===== config.mk =====
export PLATFORM = sky130hd
export DESIGN_NAME = hs_tx_sequencer
export DESIGN_NICKNAME = d
export VERILOG_FILES = /design/src/rtl/hs_tx_sequencer.sv
export SDC_FILE = /design/constraint.sdc
export NUM_CORES = 1
export LEC_CHECK = 0
export CAP_MARGIN = 20
export CORE_UTILIZATION = 43
export DETAILED_ROUTE_END_ITERATION = 6
export PLACE_DENSITY_LB_ADDON = 0.2
export SYNTH_ARGS = -nofsm -noshare
export SYNTH_HDL_FRONTEND = slang
export SYNTH_SLANG_ARGS = --single-unit
export TNS_END_PERCENT = 1

===== constraint.sdc =====
create_clock -name clk -period 3.7 [get_ports clk]
set_input_delay 0.37 -clock clk [delete_from_list [all_inputs] [get_ports clk]]
set_output_delay 0.37 -clock clk [all_outputs]
set_load 0.005 [all_outputs]

===== src/rtl/hs_tx_sequencer.sv =====
// hs_tx_sequencer
// High-speed transmit sequencer for one D-PHY data lane. It frames an HS burst
// as HS-prepare zeros, the SoT sync word, payload words and the HS trailer. It
// drives the lane's downstream 2:1 word mux (s=1 selects a, s=0 selects b).
//
// Ports:
//   clk           lane byte clock; all logic is on the rising edge
//   rst           synchronous, active-high reset
//   tx_request_hs burst request; also acts as the data-valid
//   tx_data_hs    payload word, captured when accepted
//   tx_ready_hs   combinational; 1 = tx_data_hs is accepted at this edge
//   mux_a         framing word (prepare zeros, sync word, trailer)
//   mux_b         registered payload word
//   mux_s         mux select; 1 = framing (a), 0 = payload (b)
//   hs_active     lane is in HS mode (PREP through TRAILER)
module hs_tx_sequencer #(
  parameter int          W         = 8,
  parameter logic [W-1:0] SYNC_WORD = 8'hB8,
  parameter int          T_PREP    = 4,
  parameter int          T_TRAIL   = 4
) (
  input  logic         clk,
  input  logic         rst,
  input  logic         tx_request_hs,
  input  logic [W-1:0] tx_data_hs,
  output logic         tx_ready_hs,
  output logic [W-1:0] mux_a,
  output logic [W-1:0] mux_b,
  output logic         mux_s,
  output logic         hs_active
);

  localparam int T_MAX = (T_PREP > T_TRAIL) ? T_PREP : T_TRAIL;
  localparam int CW    = $clog2(T_MAX) + 1;

  typedef enum logic [2:0] {
    IDLE,
    PREP,
    SYNC,
    DATA,
    TRAILER,
    EXIT
  } state_t;

  state_t         state_q, state_d;
  logic [CW-1:0]  cnt_q, cnt_d;
  logic [W-1:0]   mux_b_q, mux_b_d;
  logic           last_bit_q, last_bit_d;

  // State, phase counter, payload register and the last serialized bit.
  always_ff @(posedge clk) begin
    if (rst) begin
      state_q    <= IDLE;
      cnt_q      <= '0;
      mux_b_q    <= '0;
      last_bit_q <= 1'b0;
    end else begin
      state_q    <= state_d;
      cnt_q      <= cnt_d;
      mux_b_q    <= mux_b_d;
      last_bit_q <= last_bit_d;
    end
  end

  // Next-state logic. The counter restarts at zero on every state entry, so
  // each timed phase ends when the counter reaches its length minus one.
  always_comb begin
    state_d    = state_q;
    cnt_d      = '0;
    mux_b_d    = mux_b_q;
    last_bit_d = last_bit_q;

    unique case (state_q)
      IDLE: begin
        if (tx_request_hs) begin
          state_d = PREP;
        end
      end
      PREP: begin
        if (cnt_q == CW'(T_PREP - 1)) begin
          state_d = SYNC;
        end else begin
          cnt_d = cnt_q + 1'b1;
        end
      end
      SYNC: begin
        if (tx_request_hs) begin
          mux_b_d = tx_data_hs;
          state_d = DATA;
        end else begin
          last_bit_d = SYNC_WORD[W-1];
          state_d    = TRAILER;
        end
      end
      DATA: begin
        if (tx_request_hs) begin
          mux_b_d = tx_data_hs;
        end else begin
          // Words go out LSB first, so the MSB is the final bit on the wire
          // and the trailer must drive its complement.
          last_bit_d = mux_b_q[W-1];
          state_d    = TRAILER;
        end
      end
      TRAILER: begin
        if (cnt_q == CW'(T_TRAIL - 1)) begin
          state_d = EXIT;
        end else begin
          cnt_d = cnt_q + 1'b1;
        end
      end
      EXIT: begin
        state_d = IDLE;
      end
      default: begin
        state_d = IDLE;
      end
    endcase
  end

  // Moore-decoded mux controls; ready is the only input-dependent output.
  always_comb begin
    mux_a       = '0;
    mux_s       = 1'b1;
    hs_active   = 1'b0;
    tx_ready_hs = 1'b0;

    unique case (state_q)
      IDLE: begin
      end
      PREP: begin
        hs_active = 1'b1;
      end
      SYNC: begin
        mux_a       = SYNC_WORD;
        hs_active   = 1'b1;
        tx_ready_hs = tx_request_hs;
      end
      DATA: begin
        mux_s       = 1'b0;
        hs_active   = 1'b1;
        tx_ready_hs = tx_request_hs;
      end
      TRAILER: begin
        mux_a     = {W{~last_bit_q}};
        hs_active = 1'b1;
      end
      EXIT: begin
      end
      default: begin
      end
    endcase
  end

  assign mux_b = mux_b_q;

endmodule


======== Yosys cells after proc, flatten, opt, wreduce, memory -nomap -nowiden ========
Index checks and enable logic that the tools add are counted.
word-level totals
  bits in registers ....................... 15
  input port bits ......................... 11
  output and inout port bits .............. 19
  logic and storage cells ................. 39
operators by class
  add/sub/neg operators ................... 1
  equality and inequality tests ........... 10
  muxes and demuxes ....................... 13
  bitwise operators ....................... 2
  reduce and logical (&&, ||, !) cells .... 9
operators with widths
  cell                 number
  $pmux 8 s2           1
  $mux 3               5
  $pmux 3 s5           1
  $ne 2x2->1 const B   5
  $eq 3x2->1 const B   3
  $mux 1               5
  $reduce_and 4->1     1
  $reduce_or 2->1      2
  $reduce_or 4->1      1
  $add 3x1->3 const B  1
  $eq 3x1->1 const B   1
  $eq 3x3->1 const B   1
  $logic_not 3->1      1
  $reduce_and 3->1     1
  $reduce_or 3->1      1
  $not 1->1            2
  $pmux 1 s2           1
  $reduce_and 2->1     1
  $reduce_bool 2->1    1

======== Longest topological paths before layout ========
  depth after elaboration ................. 4
  mapped depth ............................ 5
  mapped depth without buffers ............ 5

======== Least setup slack after synthesis ========
No wires, ideal clock.
  path kind ............................... register to output
  from .................................... reg state_q[2]
  to ...................................... out mux_a[4]
  data arrival time ....................... 1.426 ns
  data required time ...................... 3.330 ns
  setup slack ............................. 1.904 ns
  stages on the path, launching flop included .. 5
  buffers on the path ..................... 2
  cells stage by stage .................... dfxtp_1 > buf_4 > nor4b_1 > or2_2 > buf_4
on the way
  word-level cells in the longest chain between the ends .. 2
  elaborated cells on any way between the ends .. 3
  classes of those cells .................. eq/ne (2); mux (1)
RTL lines
  element                                   line  RTL
  start, declared                           45    state_t state_q, state_d;
  start signal, assigned                    58    state_q <= state_d;
  $eq 3x3->1 or $eq 3x2->1 (tied branches)  128   unique case (state_q)
  $pmux 8 s2 (*)                            128
  end, declared                             27    output logic [W-1:0] mux_a,
Mark *: on every way between the ends. The rest lies on a longest branch, timed or not.

======== Worst setup path in the final report ========
  from .................................... reg state_q[2]
  to ...................................... out mux_a[3]
The elaborated chain is that of the path after synthesis.

==> results.yml <==
status:
  status: "finished clean"
yosys:
  yosys_register_bits: 15
  synth_nets: 88
  yosysWarningCount: 0
  muxShareOfSynthArea_pct: 11.5
  synth-xor-area-share_pct: 2.52
  synth_area_sq_um: 696
  synthAdderAreaFrac_pct: 3.60
  syn_avg_cell_area_sq_um: 9.28
  ys_seq_area_share_pct: 43.2
  yosys.area_share.simple_pct: 20.3
  synth_cell_types: 25
  synth_compound_area_share_pct: 5.22
  synthCells: 75
  synth_top_family_by_area: "simple AND/OR/NAND/NOR gates"
detailed_routing:
  drc: 0
  wl_per_cell_um: 10.9
  first_iter_violations: 3
  vias: 575
  via_per_inst: 5.04
  dr.pass1.iters: 4
  ant_nets: 0
  wl_um: 1240
worst_setup_path:
  required_ns: 3.33
  critPathMaxFanout: 12
  reg2reg_to: "mux_b[1]"
  cp-start-kind: "register"
  reg2reg_from: "state_q[2]"
  path_class: "reg2out"
  r2r_slack_ns: 2.24
  arrival_ns: 2.17
  reg2reg_depth: 3
  critPathCaptureType: "primary output"
sta:
  fin_setup_tns_ns: 0
  setup_violations: 0
  post-route-min-period_ns: 2.54
  fmax_mhz: 394
  rsz0062_at_grt: "no"
  setup_slack_ns: 1.16
  hold_viol: 0
  relSlewSlack_pct: 57.4
  period_share_pct: 68.7
  slew_viol_final: 0
  fin_skew_ns: 0.00964
  worst_pin_slew_ns: 0.630
power_and_ir_drop:
  switching_power_mw: 0.0593
  pwr-share-comb_pct: 8.0
  power_frac_clock_pct: 32.7
  power_density_nw_per_um2: 291
  leakage_nw: 0.412
  pwr-share-seq_pct: 59.3
  internal_power_mw: 0.220
  p_sw_share_pct: 21.3
  peakVddDrop_mv: 0.206
grt:
  grt_pass1_wl_um: 2210
  grt_max_degree: 14
  antenna_found_initial: 0
  grt_use_total_pct: 16.3
  grt_pass1_vias: 519
  grt-ovfl-total: 0
die:
  io_pins: 30
  die_h_um: 42.2
  initial_core_util_pct: 46.2
  die_x_um: 42.2
  placementRows: 14
  dieArea_sq_um: 1780
  core_sq_um: 1510
clock_tree:
  ctsLongestPathBuffers: 2
  clock-sinks: 15
  cts_setup_buffers: 0
  cts_tree: "done"
  clkLatencyLatePin_ns: 0.28
  clk_pin_slew_ns: 0.08
  cts_root_buf: "clkbuf_4"
  cts_resized: 0
  hold_buffers: 0
  numCtsBuffers: 3
  htree_num_levels: 1
placed_design:
  placed_cells: 110
  routabilityCongestion: 0.673
  io_buffers: 29
  dp_slack_ns: 1.31
  place_area_sq_um: 933
finish:
  layout.area.seq_sq_um: 300
  fin_cells: 114
  diodes: 0
  final_common_cell: "clkdlybuf4s50_1"
  layout_common_cells: "29 x clkdlybuf4s50_1, 15 x nor2_1, 15 x dfxtp_1, 8 x mux2i_1, 6 x inv_1"
  final_area_sq_um: 960
  fin_nets: 112
  final_util_pct: 63.7
  area_delta_synth_final_pct: 37.9
  fillCellCount: 132
  multi_input_area_sq_um: 300
  layout-drive-gt1-share_pct: 6.12
min_path:
  hold_class: "reg2reg"
  hold_path.startpoint: "cnt_q[0]"
  whs_path_depth: 1
  hold_end: "cnt_q[0]"
run:
  cap_violations: 0
[cells in the mapped netlist]
cell type / count / area (sq um)
inv_1: 6 / 22.5
nand3_1: 1 / 5.00
or2_2: 1 / 6.26
or3_1: 1 / 6.26
nand3b_1: 1 / 7.51
mux2i_1: 8 / 80.1
nor2b_1: 1 / 6.26
o22ai_1: 1 / 6.26
buf_6: 1 / 11.3
a311oi_1: 1 / 8.76
nor3_1: 2 / 10.0
buf_2: 1 / 5.00
buf_4: 7 / 52.6
ha_1: 2 / 25.0
nand2_1: 1 / 3.75
a211oi_1: 2 / 15.0
a31oi_1: 1 / 6.26
nor4b_1: 1 / 8.76
dfxtp_1: 15 / 300
xnor2_1: 2 / 17.5
clkbuf_1: 1 / 3.75
or2b_1: 1 / 7.51
or4_4: 1 / 11.3
nor2_1: 15 / 56.3
nor3b_2: 1 / 12.5
[how the worst max path moves through the flow]
stage / cells after the start / start / endpoint
after detailed placement: 4 / tx_request_hs / tx_ready_hs
after floorplan: 4 / state_q[2] / mux_a[4]
after global placement: 4 / tx_request_hs / tx_ready_hs
after CTS: 3 / state_q[2] / mux_a[3]
final: 3 / state_q[2] / mux_a[3]
after global routing: 3 / state_q[2] / mux_a[7]
[cell type report]
cell class / instances / share of cell area [%]
Tap cell: 16 / 2.09
Inverter: 6 / 2.35
Clock buffer: 4 / 2.74
Timing Repair Buffer: 29 / 30.2
Sequential cell: 15 / 31.3
Multi-Input combinational cell: 44 / 31.3
[state kept, by name, summed over array words and instances (netlist names)]
signal      flops
state_q         3
last_bit_q      1
mux_b           8
cnt_q           3
[metal layers]
layer	wire length [um]	part of all wire (%)	vias to the layer above	GRT usage, %
li1	-	-	286	-
met3	72	5.8	2	3.02
met1	533	43	268	18.4
met2	627	50	19	28.3
met5	0	0	-	0
met4	9	0.72	0	9.38
[worst max-delay path, stage by stage (launching register included)]
cell	delay, ns
dfxtp_1	0.56
nor4b_1	0.58
or2_2	0.25
clkdlybuf4s50_1	0.50
[power groups by stage]
| stage | sequential [mW] | combinational [mW] | clock, mW |
|---|---|---|---|
| final | 0.165 | 0.0222 | 0.0913 |
| after global routing | 0.166 | 0.0247 | 0.101 |
| after CTS | 0.165 | 0.0225 | 0.0975 |
| after detailed placement | 0.169 | 0.0224 | 0 |
| after global placement | 0.169 | 0.0219 | 0 |
| after floorplan | 0.168 | 0.0112 | 0 |
[logic make-up after synthesis]
group,count (synthesis)
multiplexers,8
buffers and inverters,16
AND/OR/NAND/NOR,27
flip-flops,15
AO/OA/AOI/OAI,5
adder cells (fa/ha/maj),2
XOR/XNOR,2
[stage by stage]
step	hold WS, ns	total power, mW
finish	0.423	0.279
global route	0.456	0.292
CTS	0.429	0.285
detailed placement	0.417	0.192
global placement	0.406	0.191
floorplan	0.396	0.179
Power figures use the tool's default switching activity.
